[src/rtl/coeff_reg_pkg.sv]
// -----------------------------------------------------------------------------
// coeff_reg_pkg
//
// Shared constants and types for the canny coefficient register map.
// The defaults below describe the map as seen by the host: a small bank of
// DW-bit coefficient registers starting at CANNY_BASE, one register every
// CANNY_STRIDE bytes.
//
// Contents:
//   CANNY_DW / CANNY_AW   - register data width / bus address width
//   CANNY_NREG            - number of coefficient registers
//   CANNY_BASE            - byte address of register 0
//   CANNY_STRIDE          - address step between registers (power of two)
//   CANNY_OREG            - default output pipeline depth on the coefficient bus
//   MAX_NREG              - largest bank size the decoder is sized for
//   acc_dec_t             - decoded view of one bus access
//   idx_width()           - register index width for a bank of n registers
// -----------------------------------------------------------------------------
package coeff_reg_pkg;

    localparam int unsigned CANNY_DW     = 8;
    localparam int unsigned CANNY_AW     = 32;
    localparam int unsigned CANNY_NREG   = 4;
    localparam logic [31:0] CANNY_BASE   = 32'h1000_1234;
    localparam int unsigned CANNY_STRIDE = 4;
    localparam int unsigned CANNY_OREG   = 1;
    localparam int unsigned MAX_NREG     = 64;

    // One bus access after address decode.
    typedef struct packed {
        logic rd;   // read strobe present
        logic wr;   // write strobe present
        logic hit;  // address lands on a register of this bank
    } acc_dec_t;

    // A bank of one register still needs a one-bit index to address it.
    function automatic int unsigned idx_width(input int unsigned n);
        return (n > 1) ? $clog2(n) : 1;
    endfunction

endpackage : coeff_reg_pkg

[src/rtl/coeff_pipe.sv]
// -----------------------------------------------------------------------------
// coeff_pipe
//
// Fixed-latency delay line for a wide bus. DEPTH = 0 is a plain wire; any
// other depth inserts that many register stages, all cleared by the
// asynchronous reset so nothing stale emerges after reset.
//
// Ports:
//   clk   in   1   rising-edge clock
//   rst   in   1   asynchronous active-high reset
//   din   in   W   bus entering the delay line
//   dout  out  W   din delayed by DEPTH cycles
// -----------------------------------------------------------------------------
module coeff_pipe #(
    parameter int unsigned W     = 32,
    parameter int unsigned DEPTH = 1
) (
    input  logic         clk,
    input  logic         rst,
    input  logic [W-1:0] din,
    output logic [W-1:0] dout
);

    if (DEPTH == 0) begin : g_wire
        assign dout = din;
    end else begin : g_reg
        logic [W-1:0] stage_p [DEPTH];

        always_ff @(posedge clk or posedge rst) begin
            if (rst) begin
                for (int i = 0; i < int'(DEPTH); i++) begin
                    stage_p[i] <= '0;
                end
            end else begin
                stage_p[0] <= din;
                for (int i = 1; i < int'(DEPTH); i++) begin
                    stage_p[i] <= stage_p[i-1];
                end
            end
        end

        assign dout = stage_p[DEPTH-1];
    end

endmodule : coeff_pipe

[src/rtl/coeff_reg_bank.sv]
// -----------------------------------------------------------------------------
// coeff_reg_bank
//
// Double-buffered coefficient register bank. The host writes a shadow copy
// through a simple strobe bus; frame_sync copies the whole shadow into the
// active copy at a frame boundary so the datapath never sees a half-updated
// coefficient set. With IMM = 1 writes go straight to the active copy.
// Reads always return the shadow copy, one cycle after the strobe.
//
// Ports:
//   clk         in   1        rising-edge clock
//   rst         in   1        asynchronous active-high reset
//   reg_wea     in   1        write strobe
//   reg_rea     in   1        read strobe
//   reg_addr    in   AW       access address
//   reg_wdata   in   DW       write data
//   frame_sync  in   1        commit pulse (frame boundary)
//   reg_rdata   out  DW       read data, 0 whenever reg_rvalid is low
//   reg_rvalid  out  1        read response pulse
//   reg_err     out  1        address-miss pulse (read or write)
//   pending     out  1        shadow holds an uncommitted write
//   reg_coeff   out  NREG*DW  active coefficients, register i at [i*DW +: DW],
//                             delayed by OREG cycles
// -----------------------------------------------------------------------------
module coeff_reg_bank
    import coeff_reg_pkg::*;
#(
    parameter int unsigned     DW     = CANNY_DW,
    parameter int unsigned     AW     = CANNY_AW,
    parameter int unsigned     NREG   = CANNY_NREG,
    parameter logic [AW-1:0]   BASE   = AW'(CANNY_BASE),
    parameter int unsigned     STRIDE = CANNY_STRIDE,
    parameter int unsigned     OREG   = CANNY_OREG,
    parameter int unsigned     IMM    = 0
) (
    input  logic                 clk,
    input  logic                 rst,
    input  logic                 reg_wea,
    input  logic                 reg_rea,
    input  logic [AW-1:0]        reg_addr,
    input  logic [DW-1:0]        reg_wdata,
    input  logic                 frame_sync,
    output logic [DW-1:0]        reg_rdata,
    output logic                 reg_rvalid,
    output logic                 reg_err,
    output logic                 pending,
    output logic [NREG*DW-1:0]   reg_coeff
);

    localparam int unsigned   IW     = idx_width(NREG);
    localparam int unsigned   SSH    = $clog2(STRIDE);
    localparam logic [AW-1:0] SMASK  = AW'(STRIDE - 1);
    localparam logic [AW-1:0] NREG_A = AW'(NREG);
    localparam bit            IMM_EN = (IMM != 0);

    logic [DW-1:0]      shadow [NREG];
    logic [DW-1:0]      active [NREG];
    logic               pending_q;

    logic [AW-1:0]      off;
    logic [AW-1:0]      idx_full;
    logic [IW-1:0]      idx;
    acc_dec_t           acc;
    logic               wr_hit;
    logic               rd_hit;
    logic               miss;
    logic               commit;

    logic [DW-1:0]      rdata_p0;
    logic               vld_p0;
    logic               err_p0;

    logic [NREG*DW-1:0] active_flat;

    // Address decode. The subtraction wraps for addresses below BASE, so the
    // explicit >= test is what rejects them; stride alignment is a mask test
    // because STRIDE is a power of two.
    always_comb begin
        off      = reg_addr - BASE;
        idx_full = off >> SSH;
        idx      = idx_full[IW-1:0];
        acc.rd   = reg_rea;
        acc.wr   = reg_wea;
        acc.hit  = (reg_addr >= BASE) && ((off & SMASK) == '0) && (idx_full < NREG_A);
    end

    assign wr_hit = acc.wr & acc.hit;
    assign rd_hit = acc.rd & acc.hit;
    assign miss   = (acc.rd | acc.wr) & ~acc.hit;

    // A commit only happens when something is actually uncommitted; in
    // immediate mode frame_sync has nothing to do.
    assign commit = !IMM_EN && frame_sync && pending_q;

    // Register state. The commit copies the pre-edge shadow, so a write on
    // the same edge lands only in the shadow and leaves pending set.
    always_ff @(posedge clk or posedge rst) begin
        if (rst) begin
            for (int i = 0; i < int'(NREG); i++) begin
                shadow[i] <= '0;
                active[i] <= '0;
            end
            pending_q <= 1'b0;
        end else begin
            if (commit) begin
                for (int i = 0; i < int'(NREG); i++) begin
                    active[i] <= shadow[i];
                end
            end
            if (wr_hit) begin
                shadow[idx] <= reg_wdata;
                if (IMM_EN) begin
                    active[idx] <= reg_wdata;
                end
            end
            if (IMM_EN) begin
                pending_q <= 1'b0;
            end else if (wr_hit) begin
                pending_q <= 1'b1;
            end else if (commit) begin
                pending_q <= 1'b0;
            end
        end
    end

    // ---- stage p0: read / error response ----
    // Sampling the shadow before its update gives read-before-write when a
    // read and a write hit the same register together.
    always_ff @(posedge clk or posedge rst) begin
        if (rst) begin
            rdata_p0 <= '0;
            vld_p0   <= 1'b0;
            err_p0   <= 1'b0;
        end else begin
            rdata_p0 <= rd_hit ? shadow[idx] : '0;
            vld_p0   <= acc.rd;
            err_p0   <= miss;
        end
    end

    assign reg_rdata  = rdata_p0;
    assign reg_rvalid = vld_p0;
    assign reg_err    = err_p0;
    assign pending    = pending_q;

    always_comb begin
        active_flat = '0;
        for (int i = 0; i < int'(NREG); i++) begin
            active_flat[i*DW +: DW] = active[i];
        end
    end

    // ---- stages p1..pOREG: coefficient output delay ----
    coeff_pipe #(
        .W     (NREG * DW),
        .DEPTH (OREG)
    ) u_coeff_pipe (
        .clk  (clk),
        .rst  (rst),
        .din  (active_flat),
        .dout (reg_coeff)
    );

endmodule : coeff_reg_bank

[config.mk]
export PLATFORM = sky130hd
export DESIGN_NAME = coeff_reg_bank
export DESIGN_NICKNAME = d
export VERILOG_FILES = /design/src/rtl/coeff_reg_pkg.sv /design/src/rtl/coeff_pipe.sv /design/src/rtl/coeff_reg_bank.sv
export SDC_FILE = /design/constraint.sdc
export NUM_CORES = 1
export LEC_CHECK = 0
export ABC_AREA = 1
export BUFFER_PORTS_ARGS = -buffer_cell sky130_fd_sc_hd__buf_2
export CAP_MARGIN = 20
export CELL_PAD_IN_SITES_DETAIL_PLACEMENT = 1
export CELL_PAD_IN_SITES_GLOBAL_PLACEMENT = 1
export CORE_AREA = 2 2 126 128
export DETAILED_ROUTE_END_ITERATION = 16
export DIE_AREA = 0 0 128 130
export PLACE_DENSITY = 0.79
export SYNTH_ARGS = -nofsm -noshare
export SYNTH_HDL_FRONTEND = slang
export SYNTH_SLANG_ARGS = --single-unit
[constraint.sdc]
create_clock -name clk -period 6.61 [get_ports clk]
set_input_delay 1.322 -clock clk [delete_from_list [all_inputs] [get_ports clk]]
set_output_delay 1.322 -clock clk [all_outputs]
set_load 0.01 [all_outputs]
# == Word-level counts from Yosys, hierarchy flattened ==
# Index checks and enable logic that the tools add are counted.
# word_totals
regBits,107
mem_bits_rw,0
output_inout_bits,43
latchBits,0
rom_bits,0
n_memories,0
word_cells,39
input_bits,45
# op_classes
bitwise,6
n_eq_ne,0
add_sub_neg,1
magnitude_cmp,4
mul,0
shift,0
div,0
mux,9
n_reduce_logical,6
# ops
op,count
$bwmux 32,1
$ge 32x29->1 const B,1
$logic_not 32->1,1
$mux 8,4
$sub 32x29->32 const B,1
$lt 30x3->1 const B,1
$bmux 8 s2,1
$demux 8 s2,1
$logic_and 1x1->1,4
$and 1x1->1,3
$ge 3x3->1 const B,1
$lt 3x1->1 const B,1
$not 2->3,1
$mux 1,2
$reduce_bool 2->1,1
$not 1->1,1
$or 1x1->1,1

# == Longest topological paths before layout ==
# logic_depth
word_depth,7
depth_mapped,20
ltp_nobuf,18

# == By module ==
# From an unflattened synthesis, not the netlist that was laid out.
# unflattened
cells_unflattened,640
hier_area_um2,5268.8
# modules_own_cells
module,cells_each,instances,seq_area_each_um2,area_each_um2
coeff_reg_bank,607,1,1876.8,4464.3
coeff_pipe,33,1,800.8,804.5

# == Worst setup path before layout ==
# Ideal clock, no wire load.
# synth_path
kind,in2reg
from,input port reg_addr[2]
to,register shadow[31] (netlist bit)
setup_slack_ns,3.324
t_required_ns,6.497
setup_ns,0.113
cell_stages,19
path_buffers,2
arrival_ns,3.173
cell_sequence,buf_6 -> inv_6 -> ha_1 -> inv_1 -> nand3_1 -> nand3_2 -> nand3_4 -> nand2_2 -> nand2_1 -> nand2_1 -> nand2_1 -> nand3_2 -> nor2_1 -> nand2_1 -> nor2_4 -> buf_6 -> nand4_1 -> nand2_1 -> inv_1
# synth_via
elab_chain_len,7
# synth_rtl
item,line_no,source
from (decl),coeff_reg_bank.sv:40,"input logic [AW-1:0] reg_addr,"
"parallel branches: the longest is 7 deep, another holds $sub 32x29->32",--,
"to (signal, indexed assignment)",coeff_reg_bank.sv:111,shadow[idx] <= reg_wdata;
to (decl),coeff_reg_bank.sv:56,logic [DW-1:0] shadow [NREG];
# Several ways; the timed one is not identified.
# A chain may end at the register's enable or synchronous reset.

# == Worst setup path in the final report ==
# layout_path
from,input port reg_addr[2]
to,register shadow[1] (netlist bit)
# Same word-level chain as after synthesis.

==> results.cfg <==
[status]
status = complete, no violations

[finish]
fin_area_um2 = 6850
finalNonFillerCells = 1064
drive_gt1_frac = 0.200
mostFrequentLayoutCells = nand2_1 (226), dfrtp_1 (107), inv_1 (106)
syn2layout_area_growth_pct = 14.5
final_common_cell = nand2_1
finalNetCount = 916

[power]
cellPowerDensity_nw_per_um2 = 214
seq_power_share = 0.490
p_total_mw = 1.47
pwr-share-clk = 0.371
vdd_ir_drop_max_v = 0.000101
p_leak_nw = 3.62
power.internal_mw = 1.08
p_sw_frac = 0.262
switchingPower_mw = 0.384
power.share.combinational = 0.139

[logic_synthesis]
synthCells = 789
yosysSeqAreaShare = 0.448
ys_ff_latch = 107
synth.distinct_cells = 37
synth.avg_cell_area_um2 = 7.58
syn_area_um2 = 5980
yosys_warnings = 0
syn-num-nets = 839

[place]
dp_slack_ns = 2.15
io_buffer_count = 87
gp_congestion = 0.861
dpl_cell_area_um2 = 6540
dp_cells = 1047
dp_hpwl_mm = 12.8

[critical_path]
crit_type = in -> reg
crit_family = simple AND/OR/NAND/NOR gates
path_max_fanout = 34
end_kind = flop
slowest_delay_ns = 0.59
cp.required_ns = 6.85
worstPathArrival_ns = 4.34
cp_num_buf_inv = 3
cp_slowest_cell = nor2_4
crit_path_start_kind = input pin
cp_cell_sequence = buf_2, ha_1, inv_1, nor2_1, nand3_1, nor2_1, nand2_1, nand3_1, nand2_1, nor2_1, nand2_1, nor2_1, nand3_2, nor2_4, nand4_1, nand2_1, inv_1

[drt]
ant_nets = 0
drcViolationCount = 0
via_count = 5280
dr.pass1.iters = 5
viasPerCell = 4.96
wl_per_cell_um = 15.5
wirelength_mm = 16.5
drt_iter0_markers = 166

[clocking]
clk_path_buf_depth = 2
clk_pin_slew_worst_paths_ns = 0.07
root_buffer = clkbuf_16
clock-sinks = 107
worstSkewPairLatency_ns = 0.35
cts_resized = 0
cts_hold_buf = 0
cts_tree = built
cts-buffers-inserted = 9
cts_setup_buffers = 0
cts_htree_levels = 3

[grt]
track_usage = 0.205
grt_start_max_net_pins = 67
grt_pass1_wl_mm = 26.8
grt-ovfl-total = 0
first_global_vias = 5307
antenna_found_initial = 1

[sta]
tightest_slew_ns = 0.835
slew_headroom = 0.444
fmaxAchievable_mhz = 244
post-route-period-util = 0.620
hold_viol_final = 0
setup_viol = 0
rsz0062_at_grt = false
fin_crit_ns = 4.10
finalMaxSlewViolations = 0
fin_worst_skew_ns = 0.00593
finalWorstSetupSlack_ns = 2.51
finalSetupTns_ns = 0

[floorplan]
core_area_um2 = 15400
initial_core_util = 0.388
die_x_um = 128
dieArea_um2 = 16600
rows = 46
io_pins = 88
die_y_um = 130

[worst_hold_path]
min_path_type = reg -> reg

[job]
cap_violations = 0
## per-stage QoR
step,hold WS (ns),utilization
floorplan,0.354,-
global placement,0.359,0.424
detailed placement,0.363,0.424
CTS,0.378,0.444
global route,0.384,0.444
finish,0.377,0.444
## worst paths after layout
| path | start | end | slack, ns | cells after the start |
|---|---|---|---|---|
| min in group asynchronous | rst | u_coeff_pipe.dout[28] | 1.02 | 2 |
| setup reg to reg | pending | active[15] | 5.37 | 4 |
| max in group asynchronous | rst | shadow[20] | 4.38 | 3 |
| hold / removal | active[16] | u_coeff_pipe.dout[8] | 0.38 | 0 |
| hold reg to reg | active[16] | u_coeff_pipe.dout[8] | 0.38 | 0 |
| setup / recovery | reg_addr[2] | shadow[1] | 2.51 | 17 |
## layout make-up
class / instances / area (um2)
fill: 1985 / 8580
multi-input combinational: 534 / 2690
sequential: 107 / 2680
inverter: 125 / 479
timing repair buffer: 89 / 450
clock buffer: 13 / 260
tap: 192 / 240
clock inverter: 3 / 46.3
antenna: 1 / 2.50
## cell families after synthesis
group / count (synthesis) / share of synthesized area
xor+xnor: 2 / 0.00544
flops: 107 / 0.448
compound gates: 82 / 0.0703
simple gates: 445 / 0.364
buf+inv: 148 / 0.102
fa+ha+maj: 5 / 0.0105
## state kept, by name (all words and copies together) (netlist names)
signal             flops
reg_err                1
active                32
shadow                32
reg_rdata              8
u_coeff_pipe.dout     32
pending                1
reg_rvalid             1
## power groups by stage
stage	sequential [mW]	combinational (mW)	clock [mW]
2_1_floorplan	0.741	0.112	0
3_3_place_gp	0.728	0.201	0
3_5_place_dp	0.731	0.206	0
4_1_cts	0.719	0.207	0.551
5_1_grt	0.723	0.230	0.576
6_report	0.718	0.204	0.543
## metal layers
| layer | global-route usage | wire length, um | up-vias | share of wire |
|---|---|---|---|---|
| met2 | 0.379 | 8590 | 86 | 0.52 |
| met4 | 0.0556 | 317 | 0 | 0.019 |
| met1 | 0.255 | 7210 | 2542 | 0.44 |
| li1 | - | - | 2636 | - |
| met5 | 0 | 0 | - | 0 |
| met3 | 0.0226 | 375 | 16 | 0.023 |
## cell usage after synthesis
cell | n | area [um2]
buf_6 | 5 | 56.3
nor3b_1 | 1 | 7.51
inv_6 | 1 | 8.76
clkbuf_1 | 9 | 33.8
nand3_1 | 40 | 200
inv_4 | 1 | 6.26
nor2_2 | 11 | 68.8
o211ai_1 | 2 | 15.0
a21oi_2 | 1 | 8.76
nor2_1 | 77 | 289
nand3_2 | 9 | 90.1
buf_4 | 1 | 7.51
a21oi_1 | 13 | 65.1
nor2_8 | 1 | 20.0
ha_1 | 5 | 62.6
buf_1 | 1 | 3.75
nand2_4 | 4 | 45.0
a31oi_1 | 1 | 6.26
nor2_4 | 10 | 113
nand2_2 | 9 | 56.3
clkinv_1 | 1 | 3.75
nand4_1 | 39 | 244
nand4_4 | 4 | 85.1
o21ai_0 | 65 | 325
inv_1 | 107 | 402
nor3_1 | 4 | 20.0
nor3_4 | 1 | 16.3
and2_1 | 1 | 6.26
inv_2 | 15 | 56.3
xor2_2 | 2 | 32.5
nand3_4 | 1 | 17.5
dfrtp_1 | 107 | 2680
buf_2 | 7 | 35.0
nand3b_1 | 5 | 37.5
nand2_1 | 226 | 848
and3_1 | 1 | 6.26
or2_1 | 1 | 6.26
No activity file was read; power rests on OpenSTA's default activity.
